$ cat src/rtl/ps2_scan_rx.sv
// PS/2 keyboard receiver: pin synchroniser and deglitch filter, 11-bit frame checker,
// E0/F0 prefix folding, and a first-word-fall-through event FIFO with valid/ready.
module ps2_scan_rx #(
  parameter int FILTER_LEN     = 8,
  parameter int TIMEOUT_CYCLES = 100000,
  parameter int FIFO_DEPTH     = 8,
  localparam int LVL_W         = $clog2(FIFO_DEPTH) + 1
) (
  input  logic             CLK_50M,
  input  logic             RST_N,
  input  logic             PS2_CLK,
  input  logic             PS2_DATA,
  output logic             o_key_valid,
  input  logic             i_key_ready,
  output logic [7:0]       o_key_code,
  output logic             o_key_ext,
  output logic             o_key_break,
  output logic             o_frame_err,
  output logic             o_overflow,
  output logic [LVL_W-1:0] o_fifo_level
);

  localparam int FW = $clog2(FILTER_LEN);
  localparam int TW = $clog2(TIMEOUT_CYCLES + 1);
  localparam int AW = $clog2(FIFO_DEPTH);
  localparam logic [7:0] CODE_EXT = 8'hE0;
  localparam logic [7:0] CODE_BRK = 8'hF0;

  typedef enum logic [1:0] {S_IDLE, S_DATA, S_PARITY, S_STOP} state_t;

  logic [1:0] raw_pins;
  logic [1:0] filt;
  assign raw_pins = {PS2_DATA, PS2_CLK};

  // Index 0 is the PS/2 clock, index 1 the PS/2 data line; both idle high.
  genvar gi;
  generate
    for (gi = 0; gi < 2; gi++) begin : g_pin
      logic [1:0]    sync_q;
      logic          filt_q;
      logic [FW-1:0] cnt_q;

      always_ff @(posedge CLK_50M or negedge RST_N) begin
        if (!RST_N) begin
          sync_q <= 2'b11;
          filt_q <= 1'b1;
          cnt_q  <= '0;
        end else begin
          sync_q <= {sync_q[0], raw_pins[gi]};
          if (sync_q[1] == filt_q) begin
            cnt_q <= '0;
          end else if (cnt_q == FW'(FILTER_LEN - 1)) begin
            filt_q <= sync_q[1];
            cnt_q  <= '0;
          end else begin
            cnt_q <= cnt_q + 1'b1;
          end
        end
      end

      assign filt[gi] = filt_q;
    end
  endgenerate

  logic clk_prev_q;
  logic strobe;
  logic bit_in;
  assign strobe = clk_prev_q & ~filt[0];
  assign bit_in = filt[1];

  state_t        state_q;
  logic [2:0]    bitcnt_q;
  logic [7:0]    shift_q;
  logic          par_q;
  logic [TW-1:0] timer_q;
  logic          byte_done_q;
  logic          err_q;

  always_ff @(posedge CLK_50M or negedge RST_N) begin
    if (!RST_N) begin
      clk_prev_q  <= 1'b1;
      state_q     <= S_IDLE;
      bitcnt_q    <= '0;
      shift_q     <= '0;
      par_q       <= 1'b0;
      timer_q     <= '0;
      byte_done_q <= 1'b0;
      err_q       <= 1'b0;
    end else begin
      clk_prev_q  <= filt[0];
      byte_done_q <= 1'b0;
      err_q       <= 1'b0;
      if (state_q == S_IDLE || strobe) timer_q <= '0;
      else                             timer_q <= timer_q + 1'b1;

      if (state_q != S_IDLE && !strobe && timer_q == TW'(TIMEOUT_CYCLES - 1)) begin
        state_q <= S_IDLE;
        err_q   <= 1'b1;
      end else if (strobe) begin
        case (state_q)
          S_IDLE: begin
            if (!bit_in) begin
              state_q  <= S_DATA;
              bitcnt_q <= '0;
            end
          end
          S_DATA: begin
            shift_q  <= {bit_in, shift_q[7:1]};
            bitcnt_q <= bitcnt_q + 1'b1;
            if (bitcnt_q == 3'd7) state_q <= S_PARITY;
          end
          S_PARITY: begin
            par_q   <= bit_in;
            state_q <= S_STOP;
          end
          S_STOP: begin
            if (bit_in && (^shift_q ^ par_q)) byte_done_q <= 1'b1;
            else                              err_q       <= 1'b1;
            state_q <= S_IDLE;
          end
          default: state_q <= S_IDLE;
        endcase
      end
    end
  end

  // shift_q holds the finished byte until the next frame starts shifting.
  logic ext_q, brk_q, ovf_q;
  logic push_req, pop, full, do_push;
  logic [AW-1:0]    wr_ptr_q, rd_ptr_q;
  logic [LVL_W-1:0] level_q, level_d;
  logic [9:0]       mem [FIFO_DEPTH];
  logic [9:0]       head;

  assign push_req = byte_done_q && shift_q != CODE_EXT && shift_q != CODE_BRK;
  assign full     = (level_q == LVL_W'(FIFO_DEPTH));
  assign pop      = o_key_valid & i_key_ready;
  assign do_push  = push_req & (~full | pop);

  always_comb begin
    level_d = level_q;
    if (do_push && !pop)      level_d = level_q + 1'b1;
    else if (!do_push && pop) level_d = level_q - 1'b1;
  end

  always_ff @(posedge CLK_50M or negedge RST_N) begin
    if (!RST_N) begin
      ext_q    <= 1'b0;
      brk_q    <= 1'b0;
      ovf_q    <= 1'b0;
      wr_ptr_q <= '0;
      rd_ptr_q <= '0;
      level_q  <= '0;
    end else begin
      ovf_q   <= push_req & full & ~pop;
      level_q <= level_d;
      if (do_push) wr_ptr_q <= wr_ptr_q + 1'b1;
      if (pop)     rd_ptr_q <= rd_ptr_q + 1'b1;
      if (err_q) begin
        ext_q <= 1'b0;
        brk_q <= 1'b0;
      end else if (byte_done_q) begin
        if (shift_q == CODE_EXT) begin
          ext_q <= 1'b1;
        end else if (shift_q == CODE_BRK) begin
          brk_q <= 1'b1;
        end else begin
          ext_q <= 1'b0;
          brk_q <= 1'b0;
        end
      end
    end
  end

  always_ff @(posedge CLK_50M) begin
    if (do_push) mem[wr_ptr_q] <= {ext_q, brk_q, shift_q};
  end

  // Head is gated so that stale RAM contents never appear while the FIFO is empty.
  assign head         = mem[rd_ptr_q];
  assign o_key_valid  = (level_q != '0);
  assign o_key_code   = o_key_valid ? head[7:0] : 8'h00;
  assign o_key_break  = o_key_valid & head[8];
  assign o_key_ext    = o_key_valid & head[9];
  assign o_frame_err  = err_q;
  assign o_overflow   = ovf_q;
  assign o_fifo_level = level_q;

endmodule
$ cat config.mk
export PLATFORM = sky130hd
export DESIGN_NAME = ps2_scan_rx
export DESIGN_NICKNAME = d
export VERILOG_FILES = /design/src/rtl/ps2_scan_rx.sv
export SDC_FILE = /design/constraint.sdc
export NUM_CORES = 1
export LEC_CHECK = 0
export CAP_MARGIN = 20
export CORE_MARGIN = 5
export CORE_UTILIZATION = 65
export DETAILED_ROUTE_END_ITERATION = 16
export PLACE_DENSITY = 0.84
export SLEW_MARGIN = 25
export SYNTH_ARGS = -nofsm -noshare
export SYNTH_HDL_FRONTEND = slang
export SYNTH_SLANG_ARGS = --single-unit
$ cat constraint.sdc
create_clock -name CLK_50M -period 6.02 [get_ports CLK_50M]
set_input_delay 0.602 -clock CLK_50M [delete_from_list [all_inputs] [get_ports CLK_50M]]
set_output_delay 0.602 -clock CLK_50M [all_outputs]
set_load 0.005 [all_outputs]
==> results.py <==
metrics = {
    "power": {
        "power.leakage_nw": 2.62,
        "p_per_area_nw_per_um2": 421,
        "clkPwrFrac": 0.382,
        "seqPwrFrac": 0.415,
        "p_switching_mw": 0.789,
        "comb_power_share": 0.203,
        "swShare": 0.271,
        "vdd_ir_drop_max_mv": 0.225,
        "intPower_mw": 2.12,
    },
    "synth": {
        "synth_ff_type": "edfxtp_1",
        "synth.distinct_cells": 46,
        "ys_seq_area_frac": 0.656,
        "async_reset_ff_frac": 0.424,
        "synth_nets": 421,
        "avgSynthCellArea_um2": 15.0,
        "ys_ff_latch": 139,
        "syn_inst": 394,
        "synthesis.area_um2": 5930,
        "synth_warnings": 0,
        "synth-edff-count": 80,
    },
    "global_route": {
        "grt_overflow": 0,
        "grt_pass1_wl_um": 18600,
        "grtUsageTotal": 0.220,
        "antenna_found_initial": 0,
        "grt_max_degree": 60,
        "grt_pass1_vias": 3476,
    },
    "layout": {
        "drive_gt1_frac": 0.189,
        "syn_to_final_growth_pct": 16.6,
        "antenna_cells": 0,
        "nNetsFinal": 453,
    },
    "worst_setup_path": {
        "r2r-start": "o_fifo_level[1]",
        "cp.arrival_ns": 3.99,
        "worst_setup_path_end_kind": "flip-flop",
        "r2r_setup_slack_ns": 2.42,
        "critPathSlowestCell": "nor2_1",
        "worstPathMaxFanout": 11,
        "rr_worst_depth": 10,
        "r2r_end": "o_fifo_level[3]",
        "start_kind": "flip-flop",
        "cp.required_ns": 6.41,
        "slowest_delay_ns": 0.66,
        "worstPathCellList": "or3_1 -> nor2_1 -> inv_1 -> nand2_1 -> ha_1 -> inv_1 -> ha_1 -> a21o_1 -> a2111oi_0 -> o31ai_1",
        "crit_type": "flip-flop to flip-flop",
    },
    "timing": {
        "tightest_slew_ns": 1.03,
        "min_period_over_period": 0.597,
        "period_needed_ns": 3.60,
        "maxSlewViolCount": 0,
        "fin_ws_ns": 2.42,
        "fmax_mhz": 278,
        "slew_headroom": 0.309,
        "finClkSkew_ns": 0.0145,
        "tns_ns": 0,
        "setup_viol": 0,
        "final_hold_viol_count": 0,
        "rsz0062_at_grt": "false",
    },
    "placed_design": {
        "dp_hpwl_um": 6710,
        "buffer_ports.inserted": 21,
        "gp_congestion": 0.794,
        "pre_cts_slack_ns": 2.62,
    },
    "route": {
        "routed-via-count": 3344,
        "drc_errors": 0,
        "drt_iter0_drc": 204,
        "vias_per_cell": 6.11,
        "postRouteAntennaNets": 0,
        "wl_um": 11200,
        "drt_first_pass_iters": 4,
        "wl_per_cell_um": 20.5,
    },
    "clock_tree": {
        "cts_setup_buffers": 0,
        "cts-buffers-inserted": 17,
        "cts_root_buf": "clkbuf_8",
        "cts_resized": 0,
        "insertion_delay_ns": 0.53,
        "cts-hold-fix-buffers": 0,
        "cts_buffer_depth": 2,
        "clock_sinks": 139,
        "cts_tree": "done",
        "cts.reportedPaths.clkPinSlew_ns": 0.06,
        "h-tree-depth": 4,
    },
    "die": {
        "ios": 22,
        "fp-row-count": 34,
        "die_height_um": 105,
        "start_util": 0.673,
        "core_um2": 8810,
        "dieArea_um2": 11100,
        "die_w_um": 105,
    },
    "flow_run": {
        "max_cap_violations": 0,
    },
    "min_path": {
        "hold_path_class": "input pin to async pin",
    },
    "status": {
        "status": "finished, final reports clean",
    },
}
layout by cell type, fill, tap and decap left out, types with 4 or more instances in the layout:
| cell | instances |
|---|---|
| a21oi_1 | 10 |
| xnor2_1 | 16 |
| dfrtp_1 | 52 |
| o21ai_0 | 11 |
| bufinv_16 | 5 |
| nor3_1 | 6 |
| clkbuf_16 | 16 |
| mux2_2 | 10 |
| or3_1 | 6 |
| nand3_1 | 10 |
| inv_1 | 14 |
| nor3_2 | 4 |
| ha_1 | 21 |
| nor2_1 | 36 |
| edfxtp_1 | 80 |
| dfstp_2 | 7 |
| mux4_2 | 20 |
| xor2_1 | 4 |
| and2_1 | 4 |
| mux2i_1 | 11 |
| clkdlybuf4s50_1 | 20 |
| nand2_1 | 23 |
power groups by stage:
stage                     sequential, mW  combinational (mW)  clock [mW]
final                               1.21               0.590        1.11
after CTS                           1.21               0.600        1.12
after global placement              1.22               0.564           0
after global routing                1.23               0.651        1.17
after detailed placement            1.23               0.582           0
after floorplan                     1.16               0.432           0
per-layer routing:
metal | GRT usage | wire length [um] | vias up
met1 | 0.291 | 4560 | 1695
met5 | 0 | 0 | -
met2 | 0.369 | 5940 | 97
li1 | - | - | 1532
met4 | 0.0722 | 150 | 0
met3 | 0.0458 | 561 | 20
logic make-up (layout without fill, tap and decap cells):
group | after synthesis | in the layout | share of synthesized area
flops | 139 | 139 | 0.656
simple gates | 112 | 112 | 0.0944
mux | 42 | 42 | 0.115
compound gates | 32 | 32 | 0.0363
buf+inv | 26 | 71 | 0.0169
fa+ha+maj | 22 | 22 | 0.0477
xor+xnor | 21 | 21 | 0.0334
registers in the layout, indices dropped and copies added, names as in the netlist:
register	flops
clk_prev_q	1
byte_done_q	1
wr_ptr_q	3
o_fifo_level	4
g_pin.filt_q	1
bitcnt_q	3
o_frame_err	1
mem	80
ext_q	1
par_q	1
brk_q	1
o_overflow	1
g_pin.sync_q	4
timer_q	17
rd_ptr_q	3
g_pin.cnt_q	6
state_q	2
bit_in	1
shift_q	8
area by class of cell:
| cell class | count | area [um2] |
|---|---|---|
| Sequential cell | 139 | 3890 |
| Multi-Input combinational cell | 229 | 1970 |
| Fill cell | 472 | 1900 |
| Clock buffer | 18 | 418 |
| Timing Repair Buffer | 24 | 228 |
| Clock inverter | 14 | 218 |
| Tap cell | 108 | 135 |
| Inverter | 15 | 56.3 |
Yosys cell counts, drive strengths merged, types with 2 or more instances:
cell type / count / area [um2]
o21ai: 11 / 55.1
a21o: 2 / 15.0
and2: 4 / 25.0
mux2: 11 / 124
buf: 2 / 10.0
nor3b: 3 / 22.5
nand4: 3 / 25.0
nor3: 10 / 50.1
nor2: 36 / 135
nand2b: 3 / 18.8
xnor2: 16 / 140
mux2i: 11 / 110
dfrtp: 52 / 1300
ha: 21 / 263
nand2: 23 / 86.3
or2: 2 / 15.0
a21oi: 10 / 50.1
edfxtp: 80 / 2400
mux4: 20 / 450
dfstp: 7 / 184
o31ai: 2 / 15.0
a32o: 2 / 20.0
nand3: 11 / 60.1
nor2b: 2 / 12.5
clkbuf: 9 / 33.8
xor2: 4 / 35.0
or3: 6 / 37.5
inv: 15 / 56.3
nor4: 5 / 37.5
stage by stage:
step | hold WS [ns] | utilization | std cells | total power, mW | area (um2)
global route | 0.294 | 0.784 | 547 | 3.05 | 6910
floorplan | 0.306 | - | 394 | 1.59 | 5930
finish | 0.227 | 0.784 | 547 | 2.91 | 6910
global placement | 0.346 | 0.712 | 515 | 1.79 | 6270
detailed placement | 0.349 | 0.712 | 515 | 1.81 | 6270
CTS | 0.251 | 0.784 | 547 | 2.93 | 6910
worst max-delay path: cells and delay by family, from the launching register on:
kind / cells / cell delay (ns)
AO/OA/AOI/OAI: 3 / 0.84
flip-flops: 1 / 0.44
adder cells (fa/ha/maj): 2 / 0.55
AND/OR/NAND/NOR: 3 / 1.34
buffers and inverters: 2 / 0.32
worst max-delay path by stage:
| stage | startpoint | to | cells after the start |
|---|---|---|---|
| floorplan | shift_q[4] | o_fifo_level[3] | 11 |
| global placement | o_fifo_level[1] | o_fifo_level[3] | 10 |
| detailed placement | o_fifo_level[1] | o_fifo_level[3] | 10 |
| CTS | o_fifo_level[1] | o_fifo_level[3] | 10 |
| global route | o_fifo_level[0] | o_fifo_level[3] | 10 |
| finish | o_fifo_level[1] | o_fifo_level[3] | 10 |
No activity file was read; power rests on OpenSTA's default activity.
==> RTL change 1 (config.mk and constraints unchanged) <==
Register the output `o_fifo_level` once more, cleared by the reset; this adds one clock of latency there. The other outputs are not delayed to match.
--- a/src/rtl/ps2_scan_rx.sv
+++ b/src/rtl/ps2_scan_rx.sv
@@ -184,6 +184,12 @@
   assign o_key_ext    = o_key_valid & head[9];
   assign o_frame_err  = err_q;
   assign o_overflow   = ovf_q;
-  assign o_fifo_level = level_q;
+  always_ff @(posedge CLK_50M or negedge RST_N) begin
+    if (!RST_N) begin
+      o_fifo_level <= '0;
+    end else begin
+      o_fifo_level <= level_q;
+    end
+  end
 
 endmodule
Function: no difference found for any inputs over 10 cycles, from zero or initial values and one cycle with RST_N low; that may be too few to reach the edited logic, so the function may still have changed.
==> RTL change 1 against the unedited design <==
Final area increased by 0.94%. Sequential cell count is 4 higher. Utilization decreased by 2.3 points. Power is 2.8% lower. Area after synthesis rose by 1.7%. Setup slack got worse by 0.0073 ns. Sequential share of layout area is 0.91 points higher. Worst hold slack improved by 0.029 ns. Routed wire length shrank 4.2%. Critical endpoint is now level_q[3]. Largest cell class unchanged. Highest routed layer unchanged.
==> RTL change 1: results <==
group,metric,value,unit
logic_synthesis,ys_seq_area_share,66.16,%
logic_synthesis,synth_seq_cells,143,
finish,multiInputGateArea,1989,um2
logic_synthesis,synth_common_cells,"80 x edfxtp_1, 56 x dfrtp_1, 36 x nor2_1",
setup_path,r2r_slack,2.42,ns
logic_synthesis,yosysWarnings,0,
route,wl_met1,4170,um
place,dpl.hpwl,6481,um
finish,nonClkBufAreaFrac,3.266,%
sta,slew_headroom,28.61,%
logic_synthesis,synth_nets,425,
setup_path,critPathCapture,"level_q[3]",
logic_synthesis,postSynthAreaPerCell,15.14,um2
setup_path,crit_arrival,3.98,ns
logic_synthesis,synthTopCellsByArea,"edfxtp_1 40%, dfrtp_1 23%, mux4_2 7.5%",
global_route,grt_use_total,21.06,%
sta,whs,0.2559,ns
setup_path,cpPeakStageDelay,0.70,ns
finish,seq_area_share,57.19,%
place,dpl_cell_area,6376,um2
finish,n_fill_cell,506,
pwr,ir_drop,267.5,uV
finish,fin_cells,554,
setup_path,rr_startpoint,"level_q[1]",
route,dr_wl_met2,5847,um
sta,fin_skew,0.008933,ns
route,wl,10740,um
global_route,use_met3,5.161,%
setup_path,startpoint,"level_q[1]",
global_route,grt_pass1_vias,3446,
sta,setup_ws,2.417,ns
global_route,grt_start_max_net_pins,64,
pwr,power.leakage,2.621,nW
finish,clock_cell_area_share,8.218,%
finish,num_antenna_cells,0,
finish,drive_gt1_share,19.41,%
route,met3_length,663,um
global_route,grt_pass1_wl,17820,um
floorplanning,die_x,106.3,um
place,place.gp.congestion,0.8019,
setup_path,rr_worst_depth,10,
place,dp.cells,522,
place,post-place-ws,2.490,ns
finish,finish.utilization,76.19,%
global_route,grt.met2_usage,36.11,%
finish,buffers,24,
finish,layout.nets,457,
route,drt_iter0_drc,197,
status,status,"completed",
global_route,grt_use_met1,26.57,%
route,routed_via_density,5.975,
clock_tree,clkLatencyLatePin,0.51,ns
-- RTL change 1: changes by cell type in the layout (fill, tap and decap cells not counted) --
cell	change
nor3_4	+3
clkinv_2	-1
clkinv_1	-1
nor2_2	+2
clkinvlp_4	+3
nor2_1	-2
clkinv_4	-1
bufinv_16	-3
dfrtp_1	+4
inv_6	+2
nor3_2	-3
clkinvlp_2	+1
-- RTL change 1: where the power goes --
group,switching (W),internal [W],total [W],leakage (nW)
sequential,0.000138,0.00113,0.00126,1.57
combinational,0.000256,0.000318,0.000574,0.790
clock,0.000399,0.000595,0.000994,0.261
total,0.000792,0.00204,0.00283,2.62
-- RTL change 1: kinds of logic after synthesis --
group | share of synthesized area, %
AND/OR/NAND/NOR | 9.280
multiplexers | 11.36
buffers and inverters | 1.661
adder cells (fa/ha/maj) | 4.692
XOR/XNOR | 3.280
AO/OA/AOI/OAI | 3.571
flip-flops | 66.16
==> RTL change 2 (same flow settings) <==
Without the edit above. The parameter `FIFO_DEPTH` goes from 8 to 16.
--- a/src/rtl/ps2_scan_rx.sv
+++ b/src/rtl/ps2_scan_rx.sv
@@ -3,7 +3,7 @@
 module ps2_scan_rx #(
   parameter int FILTER_LEN     = 8,
   parameter int TIMEOUT_CYCLES = 100000,
-  parameter int FIFO_DEPTH     = 8,
+  parameter int FIFO_DEPTH     = 16,
   localparam int LVL_W         = $clog2(FIFO_DEPTH) + 1
 ) (
   input  logic             CLK_50M,
Interface: changed (resized o_fifo_level); port bits go from 22 to 23. No check against the original RTL was run, so the function may have changed too.
==> RTL change 2 against the unedited design <==
Final area is 50% higher. Power up 35%. Combinational power increased by 22%. Clock power rose by 15%. Register-to-register slack gained 0.12 ns. First-iteration DRC count rose to 2.5 times the old value. Non-clock buffer count grew 8. Via count increased by 48%. Sequential cell count increased by 83. Setup slack worse by 0.41 ns. Routed wire length rose by 57%. Critical path depth fell by 4. Area after synthesis up 56%. Critical path type is now reg -> out.
==> RTL change 2: results <==
group,metric,value,unit
sta,fin_skew,0.01065,ns
clock_tree,clkLatencyLatePin,0.50,ns
setup_path,rr_startpoint,"shift_q[2]",
logic_synthesis,async_flop_share,27.93,%
pwr,ir_drop,319.0,uV
global_route,grt_use_total,22.20,%
logic_synthesis,synthTopCellsByArea,"edfxtp_1 52%, dfrtp_1 15%, mux4_2 9.7%",
global_route,grt_start_max_net_pins,63,
route,dr.pass1.iters,5,
setup_path,crit_path_max_fanout,24,
clock_tree,numCtsBuffers,22,
route,wl,17620,um
status,status,"completed",
logic_synthesis,synth_edf_count,160,
global_route,grt_use_met1,29.75,%
clock_tree,root_buffer,"clkbuf_16",
logic_synthesis,ys_seq_area_share,68.75,%
setup_path,cpPeakStageDelay,0.84,ns
route,num_vias,4938,
setup_path,startpoint,"rd_ptr_q[1]",
logic_synthesis,synth_common_cells,"160 x edfxtp_1, 55 x dfrtp_1, 40 x mux4_2",
setup_path,crit_arrival,3.40,ns
logic_synthesis,synth_cell_types,49,
setup_path,critPathTopFamily,"buffers and inverters",
clock_tree,clock_path_buffers,3,
logic_synthesis,postSynthAreaPerCell,16.62,um2
RTL change 2: cell types whose count changed in the layout (fill, tap and decap cells not counted), sizes merged, moves of 5 or more:
cell | before | now
buf | 4 | 11
clkinv | 4 | 10
xor2 | 4 | 14
clkbuf | 18 | 27
xnor2 | 16 | 11
mux2 | 11 | 19
edfxtp | 80 | 160
a21oi | 10 | 17
mux4 | 20 | 40
o21ai | 11 | 24
nand3 | 11 | 19
RTL change 2: path summary, 6_finish.rpt:
check                                     end  slack [ns]
max                             o_key_code[7]        2.02
min                                timer_q[2]        0.24
max reg2reg                   o_fifo_level[4]        2.54
min reg2reg                g_pin[1].sync_q[1]        0.36
max in group asynchronous         rd_ptr_q[0]        5.20
min in group CLK_50M       g_pin[1].sync_q[1]        0.36
RTL change 2: per-stage QoR:
| stage | setup slack (ns) | util [%] |
|---|---|---|
| after floorplan | 3.045 | - |
| after global placement | 2.625 | 69.36 |
| after detailed placement | 2.492 | 69.38 |
| after CTS | 1.977 | 74.27 |
| after global routing | 1.773 | 74.37 |
| final | 2.015 | 74.37 |
RTL change 2: layout make-up:
type	count	area, um2
flip-flops and latches	222	6370
fillers	804	3571
multi-input cells	297	2745
clock buffers	27	590.6
repair buffers	32	290.3
well taps	180	225.2
clock inverters	13	90.09
inverters	14	52.55
RTL change 2: logic make-up after synthesis:
logic type / after synthesis / synth area share, %
XOR/XNOR: 26 / 2.608
adder cells (fa/ha/maj): 26 / 3.595
buffers and inverters: 38 / 1.757
AND/OR/NAND/NOR: 123 / 6.866
AO/OA/AOI/OAI: 53 / 3.298
flip-flops: 222 / 68.75
multiplexers: 69 / 13.12
RTL change 2: metal layers:
layer  vias to the layer above  part of all wire, %
li1                       2204                    -
met5                         -                    0
met1                      2523                   41
met2                       165                   51
met4                         0                  2.4
met3                        46                  6.0
RTL change 2: worst reg2reg max path, stage by stage (launching register included):
cell       delay [ns]
dfrtp_1          0.79
inv_1            0.15
ha_1             0.23
nand3_1          0.16
o21a_1           0.29
and2_4           0.20
ha_1             0.27
inv_1            0.14
ha_1             0.34
nor2b_1          0.18
o21a_1           0.20
o2111ai_1        0.23
o311ai_0         0.16
RTL change 2: power by group:
part	switching, W	internal, W
clock	0.000543	0.000740
sequential	0.000191	0.00172
combinational	0.000325	0.000397
